## config.mk

```make
export PLATFORM = sky130hd
export DESIGN_NAME = ssit_update_sched_flat
export DESIGN_NICKNAME = d
export VERILOG_FILES = /design/src/rtl/ssit_update_sched_if.sv /design/src/rtl/ssit_update_sched.sv /design/src/flat_wrapper.sv
export SDC_FILE = /design/constraint.sdc
export NUM_CORES = 1
export LEC_CHECK = 0
export ABC_AREA = 1
export CAP_MARGIN = 15
export CORE_MARGIN = 3
export CORE_UTILIZATION = 33
export CTS_BUF_LIST = sky130_fd_sc_hd__clkbuf_8
export DETAILED_ROUTE_END_ITERATION = 7
export PLACE_DENSITY_LB_ADDON = 0.08
export SETUP_SLACK_MARGIN = 0.5
export SYNTH_ARGS = -nofsm -noshare
export SYNTH_HDL_FRONTEND = slang
export SYNTH_SLANG_ARGS = --single-unit
```

## constraint.sdc

```tcl
create_clock -name clock -period 7.3 [get_ports clock]
set_input_delay 2.19 -clock clock [delete_from_list [all_inputs] [get_ports clock]]
set_output_delay 2.19 -clock clock [all_outputs]
set_load 0.02 [all_outputs]
```

## src/rtl/ssit_update_sched_if.sv

```systemverilog
// Request/update bundle between the LSQ violation reporters, the scheduler and the SSIT.
// No logic of its own; the scheduler adds two cycles from request acceptance to update strobe.
// Requesters see per-port rdy (valid/ready); the SSIT side has no backpressure.
interface ssit_update_sched_if #(
  parameter int IDX_W = 12,
  parameter int CNT_W = 3
);
  logic             req0_v_in;
  logic [IDX_W-1:0] req0_ld_idx_in;
  logic [IDX_W-1:0] req0_st_idx_in;
  logic             req0_rdy_out;
  logic             req1_v_in;
  logic [IDX_W-1:0] req1_ld_idx_in;
  logic [IDX_W-1:0] req1_st_idx_in;
  logic             req1_rdy_out;
  logic             update_v_out;
  logic [IDX_W-1:0] update_index1_out;
  logic [IDX_W-1:0] update_index2_out;
  logic [CNT_W-1:0] pending_cnt_out;

  // Requester / observer side (LSQ reporters, SSIT, bench)
  modport master (
    output req0_v_in, req0_ld_idx_in, req0_st_idx_in,
    output req1_v_in, req1_ld_idx_in, req1_st_idx_in,
    input  req0_rdy_out, req1_rdy_out,
    input  update_v_out, update_index1_out, update_index2_out, pending_cnt_out
  );

  // Scheduler side
  modport slave (
    input  req0_v_in, req0_ld_idx_in, req0_st_idx_in,
    input  req1_v_in, req1_ld_idx_in, req1_st_idx_in,
    output req0_rdy_out, req1_rdy_out,
    output update_v_out, update_index1_out, update_index2_out, pending_cnt_out
  );
endinterface

```

## src/rtl/ssit_update_sched.sv

```systemverilog
// Buffers store-set training pairs from two LSQ ports and issues them to the SSIT, one per 2 cycles.
// Latency: accepted at edge ending cycle T into an empty FIFO -> update_v_out in cycle T+2.
// Backpressure: rdy from registered free slots with round-robin tie-break; optional SSIT_UPD_DEDUP_EN acks duplicates.
module ssit_update_sched #(
  parameter int IDX_W      = 12,
  parameter int FIFO_DEPTH = 4,
  parameter int CNT_W      = 3
) (
  input logic                clock,
  input logic                reset_n,
  ssit_update_sched_if.slave sif
);
  localparam int PTR_W = $clog2(FIFO_DEPTH);
  localparam logic [1:0] ST_IDLE  = 2'd0;
  localparam logic [1:0] ST_ISSUE = 2'd1;
  localparam logic [1:0] ST_WAIT  = 2'd2;

  logic [IDX_W-1:0] ld_mem_q [FIFO_DEPTH];
  logic [IDX_W-1:0] st_mem_q [FIFO_DEPTH];
  logic [PTR_W-1:0] wr_ptr_q, wr_ptr_d, wr_ptr_p1, rd_ptr_q, rd_ptr_d;
  logic [CNT_W-1:0] cnt_q, cnt_d, free;
  logic             rr_q, rr_d;
  logic [1:0]       state_q, state_d;
  logic [IDX_W-1:0] upd_ld_q, upd_ld_d, upd_st_q, upd_st_d;
  logic             base_rdy0, base_rdy1, rdy0, rdy1, push0, push1, pop;

  assign free      = CNT_W'(FIFO_DEPTH) - cnt_q;
  assign pop       = (state_q == ST_ISSUE);
  assign wr_ptr_p1 = wr_ptr_q + PTR_W'(1);

  // Slot arbitration from registered free count; the rr port wins the last slot
  always_comb begin
    base_rdy0 = 1'b0;
    base_rdy1 = 1'b0;
    if (free >= CNT_W'(2)) begin
      base_rdy0 = 1'b1;
      base_rdy1 = 1'b1;
    end else if (free == CNT_W'(1)) begin
      base_rdy0 = !rr_q || !sif.req1_v_in;
      base_rdy1 = rr_q || !sif.req0_v_in;
    end
  end

`ifdef SSIT_UPD_DEDUP_EN
  logic             match0, match1, same_pair;
  logic [PTR_W-1:0] offs;

  // Compare each incoming pair against all occupied entries, head included
  always_comb begin
    match0 = 1'b0;
    match1 = 1'b0;
    offs   = '0;
    for (int i = 0; i < FIFO_DEPTH; i++) begin
      offs = PTR_W'(i) - rd_ptr_q;
      if (CNT_W'(offs) < cnt_q) begin
        if (ld_mem_q[i] == sif.req0_ld_idx_in && st_mem_q[i] == sif.req0_st_idx_in) match0 = 1'b1;
        if (ld_mem_q[i] == sif.req1_ld_idx_in && st_mem_q[i] == sif.req1_st_idx_in) match1 = 1'b1;
      end
    end
  end

  // Duplicates are acked without a slot; a same-cycle identical pair shares one slot
  always_comb begin
    same_pair = sif.req0_v_in && sif.req1_v_in &&
                (sif.req0_ld_idx_in == sif.req1_ld_idx_in) &&
                (sif.req0_st_idx_in == sif.req1_st_idx_in);
    rdy0  = match0 || (same_pair ? (free != '0) : base_rdy0);
    rdy1  = match1 || (same_pair ? (free != '0) : base_rdy1);
    push0 = sif.req0_v_in && rdy0 && !match0;
    push1 = sif.req1_v_in && rdy1 && !match1 && !(same_pair && push0);
  end
`else
  // Every accepted request takes a slot
  always_comb begin
    rdy0  = base_rdy0;
    rdy1  = base_rdy1;
    push0 = sif.req0_v_in && rdy0;
    push1 = sif.req1_v_in && rdy1;
  end
`endif

  // Pointer, occupancy, round-robin and FSM next-state
  always_comb begin
    wr_ptr_d = wr_ptr_q + PTR_W'(push0) + PTR_W'(push1);
    rd_ptr_d = rd_ptr_q + PTR_W'(pop);
    cnt_d    = cnt_q + CNT_W'(push0) + CNT_W'(push1) - CNT_W'(pop);
    rr_d     = rr_q;
    if (sif.req0_v_in && sif.req1_v_in && (rdy0 != rdy1)) rr_d = rdy0;
    state_d = state_q;
    case (state_q)
      ST_IDLE:  if (cnt_q != '0) state_d = ST_ISSUE;
      ST_ISSUE: state_d = ST_WAIT;
      ST_WAIT:  state_d = (cnt_q != '0) ? ST_ISSUE : ST_IDLE;
      default:  state_d = ST_IDLE;
    endcase
    upd_ld_d = upd_ld_q;
    upd_st_d = upd_st_q;
    if (state_d == ST_ISSUE) begin
      upd_ld_d = ld_mem_q[rd_ptr_q];
      upd_st_d = st_mem_q[rd_ptr_q];
    end
  end

  // Entry storage; on a dual push the rr port lands first so it is older
  always_ff @(posedge clock) begin
    if (push0 && push1) begin
      if (rr_q) begin
        ld_mem_q[wr_ptr_q]  <= sif.req1_ld_idx_in;
        st_mem_q[wr_ptr_q]  <= sif.req1_st_idx_in;
        ld_mem_q[wr_ptr_p1] <= sif.req0_ld_idx_in;
        st_mem_q[wr_ptr_p1] <= sif.req0_st_idx_in;
      end else begin
        ld_mem_q[wr_ptr_q]  <= sif.req0_ld_idx_in;
        st_mem_q[wr_ptr_q]  <= sif.req0_st_idx_in;
        ld_mem_q[wr_ptr_p1] <= sif.req1_ld_idx_in;
        st_mem_q[wr_ptr_p1] <= sif.req1_st_idx_in;
      end
    end else if (push0) begin
      ld_mem_q[wr_ptr_q] <= sif.req0_ld_idx_in;
      st_mem_q[wr_ptr_q] <= sif.req0_st_idx_in;
    end else if (push1) begin
      ld_mem_q[wr_ptr_q] <= sif.req1_ld_idx_in;
      st_mem_q[wr_ptr_q] <= sif.req1_st_idx_in;
    end
  end

  // Control state with async reset
  always_ff @(posedge clock or negedge reset_n) begin
    if (!reset_n) begin
      wr_ptr_q <= '0;
      rd_ptr_q <= '0;
      cnt_q    <= '0;
      rr_q     <= 1'b0;
      state_q  <= ST_IDLE;
      upd_ld_q <= '0;
      upd_st_q <= '0;
    end else begin
      wr_ptr_q <= wr_ptr_d;
      rd_ptr_q <= rd_ptr_d;
      cnt_q    <= cnt_d;
      rr_q     <= rr_d;
      state_q  <= state_d;
      upd_ld_q <= upd_ld_d;
      upd_st_q <= upd_st_d;
    end
  end

  assign sif.req0_rdy_out      = rdy0;
  assign sif.req1_rdy_out      = rdy1;
  assign sif.update_v_out      = (state_q == ST_ISSUE);
  assign sif.update_index1_out = upd_ld_q;
  assign sif.update_index2_out = upd_st_q;
  assign sif.pending_cnt_out   = cnt_q;
endmodule
```

## src/flat_wrapper.sv

```systemverilog
// flat-port wrapper written by rule: the top's interface ports become plain ports
module ssit_update_sched_flat 
#(
  parameter int IDX_W      = 12,
  parameter int FIFO_DEPTH = 4,
  parameter int CNT_W      = 3
)
  (clock, reset_n, sif_req0_v_in, sif_req0_ld_idx_in, sif_req0_st_idx_in, sif_req1_v_in, sif_req1_ld_idx_in, sif_req1_st_idx_in, sif_req0_rdy_out, sif_req1_rdy_out, sif_update_v_out, sif_update_index1_out, sif_update_index2_out, sif_pending_cnt_out);
  ssit_update_sched_if #(.IDX_W(IDX_W), .CNT_W(CNT_W)) sif_i ();
  input logic clock;
  input logic reset_n;
  input wire logic [$bits(sif_i.req0_v_in)-1:0] sif_req0_v_in;
  input wire logic [$bits(sif_i.req0_ld_idx_in)-1:0] sif_req0_ld_idx_in;
  input wire logic [$bits(sif_i.req0_st_idx_in)-1:0] sif_req0_st_idx_in;
  input wire logic [$bits(sif_i.req1_v_in)-1:0] sif_req1_v_in;
  input wire logic [$bits(sif_i.req1_ld_idx_in)-1:0] sif_req1_ld_idx_in;
  input wire logic [$bits(sif_i.req1_st_idx_in)-1:0] sif_req1_st_idx_in;
  output wire logic [$bits(sif_i.req0_rdy_out)-1:0] sif_req0_rdy_out;
  output wire logic [$bits(sif_i.req1_rdy_out)-1:0] sif_req1_rdy_out;
  output wire logic [$bits(sif_i.update_v_out)-1:0] sif_update_v_out;
  output wire logic [$bits(sif_i.update_index1_out)-1:0] sif_update_index1_out;
  output wire logic [$bits(sif_i.update_index2_out)-1:0] sif_update_index2_out;
  output wire logic [$bits(sif_i.pending_cnt_out)-1:0] sif_pending_cnt_out;
  assign sif_i.req0_v_in = sif_req0_v_in;
  assign sif_i.req0_ld_idx_in = sif_req0_ld_idx_in;
  assign sif_i.req0_st_idx_in = sif_req0_st_idx_in;
  assign sif_i.req1_v_in = sif_req1_v_in;
  assign sif_i.req1_ld_idx_in = sif_req1_ld_idx_in;
  assign sif_i.req1_st_idx_in = sif_req1_st_idx_in;
  assign sif_req0_rdy_out = sif_i.req0_rdy_out;
  assign sif_req1_rdy_out = sif_i.req1_rdy_out;
  assign sif_update_v_out = sif_i.update_v_out;
  assign sif_update_index1_out = sif_i.update_index1_out;
  assign sif_update_index2_out = sif_i.update_index2_out;
  assign sif_pending_cnt_out = sif_i.pending_cnt_out;
  ssit_update_sched #(.IDX_W(IDX_W), .FIFO_DEPTH(FIFO_DEPTH), .CNT_W(CNT_W)) u_core (.clock(clock), .reset_n(reset_n), .sif(sif_i));
endmodule
```

==> results of run 1 <==
[worst paths after layout]
| path | slack [ns] | depth (start not counted) | end |
|---|---|---|---|
| worst max-delay path | 1.54 | 5 | sif_req0_rdy_out |
| worst min-delay path | 0.52 | 2 | u_core.sif.update_index1_out[2]$_DFFE_PN0N_ |
| worst max register to register | 3.84 | 11 | u_core.st_mem_q[0][8]$_DFFE_PP_ |
| worst min register to register | 0.52 | 2 | u_core.sif.update_index1_out[2]$_DFFE_PN0N_ |
| max in group asynchronous | 4.71 | 1 | u_core.rd_ptr_q[0]$_DFF_PN0_ |
| min in group asynchronous | 1.91 | 1 | u_core.sif.update_index1_out[2]$_DFFE_PN0N_ |
[worst max-delay path, stage by stage]
cell and delay, ns:
sky130_fd_sc_hd__clkdlybuf4s50_1 0.47, sky130_fd_sc_hd__nand2_1 0.09, sky130_fd_sc_hd__nand2_1 0.09, sky130_fd_sc_hd__nand2_1 0.11, sky130_fd_sc_hd__clkdlybuf4s50_1 0.61
[final cells by class]
cell class              count  area share
flip-flops and latches    130       0.425
inverters                  77      0.0332
well taps                 280      0.0398
repair buffers             90      0.0993
multi-input cells         633       0.353
clock buffers              18      0.0282
clock inverters            14      0.0215
[power by group through the flow]
stage	clock, uW	combinational, uW	sequential [uW]
after floorplan	0	1390	1550
after global placement	0	2210	1490
after detailed placement	0	2220	1490
after CTS	696	2220	1480
after global routing	729	2470	1510
final	686	2200	1470
[metrics by stage]
stage                     setup WS, ns  instances  utilization  hold WS [ns]  total power (uW)
after floorplan                   2.28        887            -         0.506              2940
after global placement            1.53       1210        0.382         0.497              3700
after detailed placement          1.55       1210        0.382         0.504              3710
after CTS                         1.54       1242        0.402         0.525              4400
after global routing              1.46       1242        0.402         0.555              4710
final                             1.54       1242        0.402         0.525              4360
[cell usage in the layout (no fill, tap or decap), types with 3 or more instances in the layout]
cell and n:
sky130_fd_sc_hd__nand2_2 4, sky130_fd_sc_hd__clkdlybuf4s50_1 80, sky130_fd_sc_hd__nand2_1 212, sky130_fd_sc_hd__inv_1 74, sky130_fd_sc_hd__clkbuf_8 18, sky130_fd_sc_hd__a31oi_1 14, sky130_fd_sc_hd__edfxtp_1 96, sky130_fd_sc_hd__nor2_8 5
sky130_fd_sc_hd__o21ai_2 3, sky130_fd_sc_hd__nor2_1 71, sky130_fd_sc_hd__nand3_1 236, sky130_fd_sc_hd__a21oi_1 12, sky130_fd_sc_hd__dfrtp_1 33, sky130_fd_sc_hd__bufinv_16 4, sky130_fd_sc_hd__buf_4 9, sky130_fd_sc_hd__nand3_2 4
sky130_fd_sc_hd__clkinvlp_4 5, sky130_fd_sc_hd__ha_1 6, sky130_fd_sc_hd__o21ai_0 49, sky130_fd_sc_hd__xor2_1 5
[state kept, by name, indices dropped and copies added, names as in the netlist]
register / count
u_core.sif.pending_cnt_out: 3
u_core.state_q: 2
u_core.ld_mem_q: 48
u_core.sif.update_index2_out: 12
u_core.rd_ptr_q: 2
u_core.st_mem_q: 48
u_core.rr_q: 1
u_core.wr_ptr_q: 2
u_core.sif.update_index1_out: 12
[metal layers]
| layer | wire (um) | track usage | share of wire |
|---|---|---|---|
| met5 | 0 | 0 | 0 |
| met1 | 9860 | 0.252 | 0.43 |
| met3 | 1290 | 0.0295 | 0.056 |
| met2 | 11300 | 0.329 | 0.49 |
| met4 | 628 | 0.0767 | 0.027 |
[cells by family (layout without fill, tap and decap cells)]
group	count (synthesis)	after routing	synth area share
and+or+nand+nor	536	536	0.332
adders and majority gates	8	8	0.0156
xor gates and xnor gates	6	6	0.00714
DFF	130	130	0.507
buffers and inverters	124	199	0.0758
AOI/OAI and AO/OA	83	83	0.0617
==> impl_metrics.yaml, run 1 <==
run_status:
  run_status: "finished, final reports clean"
synth:
  synthTopCellsByArea: "sky130_fd_sc_hd__edfxtp_1 39%, sky130_fd_sc_hd__nand3_1 16%, sky130_fd_sc_hd__dfrtp_1 12%"
  synth_top_area_share: 0.392
  syn_avg_cell_area_um2: 8.30
  syn_nets: 947
  post-synth-top-count-cell: "sky130_fd_sc_hd__nand3_1"
  netlist.top_cell.by_area: "sky130_fd_sc_hd__edfxtp_1"
  portion_of_the_post_synthesis_area_used_by_sequential_elements: 0.507
  synth-async-reset-ratio: 0.262
  synth.top_cells.by_count: "236 x sky130_fd_sc_hd__nand3_1, 212 x sky130_fd_sc_hd__nand2_1, 96 x sky130_fd_sc_hd__edfxtp_1, 73 x sky130_fd_sc_hd__inv_1, 72 x sky130_fd_sc_hd__nor2_1"
  netlist_instances: 887
  number_of_enable_type_register_cells_in_the_synthesized_netlist: 96
  dominantRegCellSynth: "sky130_fd_sc_hd__edfxtp_1"
  synth.yosys.warnings: 0
  netlist-cell-type-count: 30
  syn-cell-area_um2: 7360
  synth_seq_cells: 130
hold_path:
  worstHoldPathType: "flip-flop to flip-flop"
  holdCritStartpoint: "u_core.sif.update_index1_out[2]$_DFFE_PN0N_"
sta:
  fin_skew_ns: 0.0109
  fmaxAchievable_ghz: 0.174
  slew_headroom: 0.298
  worst-slew-pin-transition_ns: 1.05
  rsz0062_at_grt: "false"
  layout_min_cycle_time_ns: 5.76
  tns_ns: 0
  timing.final.setup_violations: 0
  finalHoldViolCount: 0
  report.final.slew_viol_count: 0
  final.period_utilization: 0.789
place:
  placed_standard_cell_area_um2: 8360
  routability_cong: 0.788
  port_buffers: 81
  dp_hpwl_mm: 13.2
power:
  internal-power_uw: 2380
  clock_power_share: 0.157
  power.density_cell_area_nw_per_um2: 496
  peakVddDrop_uv: 364
  sequentialPowerShare: 0.338
  total_leakage_power_uw: 0.00384
  p_sw_uw: 1980
  p_sw_frac: 0.455
  comb_power_share: 0.505
clocking:
  postCtsSetupRepairBufs: 0
  cts_tree: "yes"
  post_cts_hold_buffer_count: 0
  clock_buffer_count_from_cts: 17
  clk_root_buffer_cell: "sky130_fd_sc_hd__clkbuf_8"
  cts_buffer_depth: 2
  clk_latency_ns: 0.44
  cts.repair.resized: 0
  clock_sinks: 130
  htree_num_levels: 4
  clock_pin_slew_on_the_worst_setup_and_hold_paths_ns: 0.08
critical_path:
  cp_data_arrival_time_ns: 3.57
  timing.critical_path.from: "sif_req1_v_in"
  crit_required_ns: 5.11
  worst-setup-path-type: "input port to output pin"
  worst_r2r_startpoint: "u_core.sif.pending_cnt_out[1]$_DFF_PN0_"
  worstSetupEndpointType: "output pin"
  critical_path_peak_fanout: 3
  critPathLaunchType: "input port"
final_layout:
  nFillCells: 2272
  n_antenna_cell: 0
  postLayoutCellArea_um2: 8790
  num-nets-final: 1009
  multiInputGateArea_um2: 3110
  seqCellArea_um2: 3730
  areaGrowthSynthToFinish_pct: 19.5
  post_route_cells_drive_above_1_share: 0.0717
routing:
  drtIter0Drc: 414
  drt-vias-per-instance: 5.13
  detailedRoute.firstPassIterationCount: 5
  antenna_violating_nets_post_route: 0
  num_vias: 6373
  routed_wl_mm: 23.0
  routed_wire_length_per_instance_um: 18.5
  drt_drc_violations_left: 0
die:
  core_area_um2: 21900
  die_area_um2: 24100
  ios: 82
  chipWidth_um: 155
  number_of_core_rows: 54
  die_height_um: 155
  initial_utilization: 0.336
global_routing:
  overflow: 0
  grt_max_degree: 60
  wire_length_of_the_first_global_routing_pass_mm: 35.9
  grt_antenna_before_repair: 0
  gr-usage-all-layers: 0.195
  number_of_global_route_vias_before_repair: 6404
run:
  drv_cap: 0
Power figures use the tool's default switching activity.
==> run 2, diff against run 1 <==
==> constraint.sdc (replaced) <==
create_clock -name clock -period 5.1 [get_ports clock]
set_input_delay 1.53 -clock clock [delete_from_list [all_inputs] [get_ports clock]]
set_output_delay 1.53 -clock clock [all_outputs]
set_load 0.02 [all_outputs]
==> run 2 against run 1 <==
  * Clock skew is 0.0020 ns higher
  * Register-to-register slack worse by 1.8 ns
  * Worst hold slack worse by 0.0073 ns
  * Flip-flop and latch count stayed put
  * Clock-buffer cell count stayed put
  * Critical path depth stayed put
  * Setup slack worse by 0.89 ns
  * Via count is 0.77% higher
  * Utilization is 0.091 points lower
  * Sequential share of layout area is 0.097 points higher
  * Critical endpoint unchanged
  * Largest cell class unchanged
==> impl_metrics.yaml, run 2 (synthesis gave the netlist of run 1 again) <==
clocking:
  clk_latency_ns: 0.45
  clk_root_buffer_cell: "sky130_fd_sc_hd__clkbuf_8"
  clock_pin_slew_on_the_worst_setup_and_hold_paths_ns: 0.08
  cts.repair.resized: 0
  cts_buffer_depth: 2
  clock_sinks: 130
  cts_tree: "yes"
  htree_num_levels: 4
  post_cts_hold_buffer_count: 0
  clock_buffer_count_from_cts: 17
  postCtsSetupRepairBufs: 0
sta:
  fmaxAchievable_ghz: 0.225
  report.final.slew_viol_count: 0
  timing.final.setup_violations: 0
  fin_skew_ns: 0.0129
  layout_min_cycle_time_ns: 4.45
  worst-slew-pin-transition_ns: 1.03
  tns_ns: 0
  rsz0062_at_grt: "false"
  finalHoldViolCount: 0
  slew_headroom: 0.309
  final.period_utilization: 0.873
critical_path:
  worst_path_most_repeated_cell: "sky130_fd_sc_hd__nand2_1"
  worstSetupEndpointType: "output pin"
  critPathLaunchType: "input port"
  cp_data_arrival_time_ns: 2.92
  critical_path.max_stage_delay_ns: 0.61
  worst_r2r_path_depth: 12
  timing.critical_path.max_delay_family: "buffers and inverters"
  critical_path_peak_fanout: 3
  setup_slack_reg_to_reg_ns: 2.00
  critical_path.slowest_cell: "sky130_fd_sc_hd__clkdlybuf4s50_1"
  worst-setup-path-type: "input port to output pin"
  timing.critical_path.from: "sif_req1_v_in"
  worst_r2r_startpoint: "u_core.sif.pending_cnt_out[1]$_DFF_PN0_"
  worstPathCellList: "clkdlybuf4s50_1, nand2_1, nand2_1, nand2_1, clkdlybuf4s50_1"
  crit_required_ns: 3.57
  cp_bufs_invs: 2
  worstReg2RegEnd: "u_core.ld_mem_q[3][1]$_DFFE_PP_"
routing:
  antenna_violating_nets_post_route: 0
  drtIter0Drc: 598
  routed_wire_length_per_instance_um: 18.7
  drt-vias-per-instance: 5.15
  routed_wl_mm: 23.3
  num_vias: 6422
  drt_drc_violations_left: 0
  detailedRoute.firstPassIterationCount: 5
die:
  die_area_um2: 24100
  number_of_core_rows: 54
  die_height_um: 155
  initial_utilization: 0.336
  core_area_um2: 21900
  ios: 82
  chipWidth_um: 155
final_layout:
  nFillCells: 2262
  layout.core_utilization: 0.401
  post_route_cells_drive_above_1_share: 0.0765
  commonest_non_fill_non_tap_cells_in_the_layout: "236 x sky130_fd_sc_hd__nand3_1, 212 x sky130_fd_sc_hd__nand2_1, 96 x sky130_fd_sc_hd__edfxtp_1"
  num-nets-final: 1014
  postLayoutCellArea_um2: 8770
  layout_top_registers: "u_core.ld_mem_q: 48 flops, u_core.st_mem_q: 48 flops"
  final_common_cell: "sky130_fd_sc_hd__nand3_1"
  areaGrowthSynthToFinish_pct: 19.2
  n_antenna_cell: 0
place:
  port_buffers: 81
  placed_standard_cell_area_um2: 8390
  routability_cong: 0.797
  dp_hpwl_mm: 13.3
run_status:
  run_status: "finished, final reports clean"
power:
  power.density_cell_area_nw_per_um2: 703
  peakVddDrop_uv: 527
  total_leakage_power_uw: 0.00385
global_routing:
  overflow: 0
  grt_antenna_before_repair: 0
  number_of_global_route_vias_before_repair: 6089
  wire_length_of_the_first_global_routing_pass_mm: 35.7
  grt_max_degree: 60
  gr-usage-all-layers: 0.195
hold_path:
  hold_path_end: "u_core.sif.update_index1_out[1]$_DFFE_PN0N_"
  worst_hold_path.num_cells: 2
  worstHoldPathType: "flip-flop to flip-flop"
  holdCritStartpoint: "u_core.sif.update_index1_out[1]$_DFFE_PN0N_"
run:
  drv_cap: 0
## run 2: area by class of cell
cell class	count	area (um2)	area share
clock buffer	18	248	0.0282
clock inverter	14	139	0.0158
inverter	77	292	0.0332
multi-input combinational	633	3100	0.353
sequential	130	3730	0.426
tap	280	350	0.0399
timing repair buffer	95	911	0.104
## run 2: layer usage
metal  track usage  vias to the layer above  share of wire
met5             0                        -              0
met4        0.0559                        0          0.021
met3        0.0387                       35          0.068
met2         0.308                      260           0.46
met1         0.275                     2976           0.45
li1              -                     3151              -
## run 2: worst max-delay path by stage
stage / to / slack [ns] / cells past startpoint
after detailed placement: sif_req0_rdy_out / 0.65 / 5
after global routing: sif_req0_rdy_out / 0.57 / 5
after floorplan: u_core.ld_mem_q[0][0]$_DFFE_PP_ / 0.74 / 7
after global placement: sif_req0_rdy_out / 0.65 / 5
final: sif_req0_rdy_out / 0.65 / 5
after CTS: sif_req0_rdy_out / 0.65 / 5
## run 2: worst reg2reg max path: stages (launching register included)
cell                      delay (ns)
sky130_fd_sc_hd__dfrtp_1        0.45
sky130_fd_sc_hd__inv_1          0.11
sky130_fd_sc_hd__ha_1           0.19
sky130_fd_sc_hd__ha_1           0.30
sky130_fd_sc_hd__nand2_1        0.06
sky130_fd_sc_hd__inv_2          0.06
sky130_fd_sc_hd__nand2_1        0.09
sky130_fd_sc_hd__a21oi_2        0.22
sky130_fd_sc_hd__nand2_4        0.28
sky130_fd_sc_hd__nand2_2        0.65
sky130_fd_sc_hd__nand2_1        0.24
sky130_fd_sc_hd__nand3_1        0.13
sky130_fd_sc_hd__nand2_1        0.07
## run 2: report_power, final
| group | leakage [uW] | total, uW | internal [uW] | switching, uW |
|---|---|---|---|---|
| clock network | 0.000196 | 879 | 444 | 435 |
| registers | 0.00128 | 2110 | 1900 | 218 |
| logic | 0.00237 | 3170 | 972 | 2200 |
| total | 0.00385 | 6170 | 3310 | 2850 |
## run 2: per-stage QoR
step | hold WS [ns] | setup WS (ns) | power (uW) | cells
2_1_floorplan | 0.506 | 0.739 | 4210 | 887
3_3_place_gp | 0.500 | 0.647 | 5320 | 1215
3_5_place_dp | 0.500 | 0.652 | 5330 | 1215
4_1_cts | 0.521 | 0.646 | 6220 | 1247
5_1_grt | 0.556 | 0.567 | 6650 | 1247
6_report | 0.517 | 0.649 | 6170 | 1247
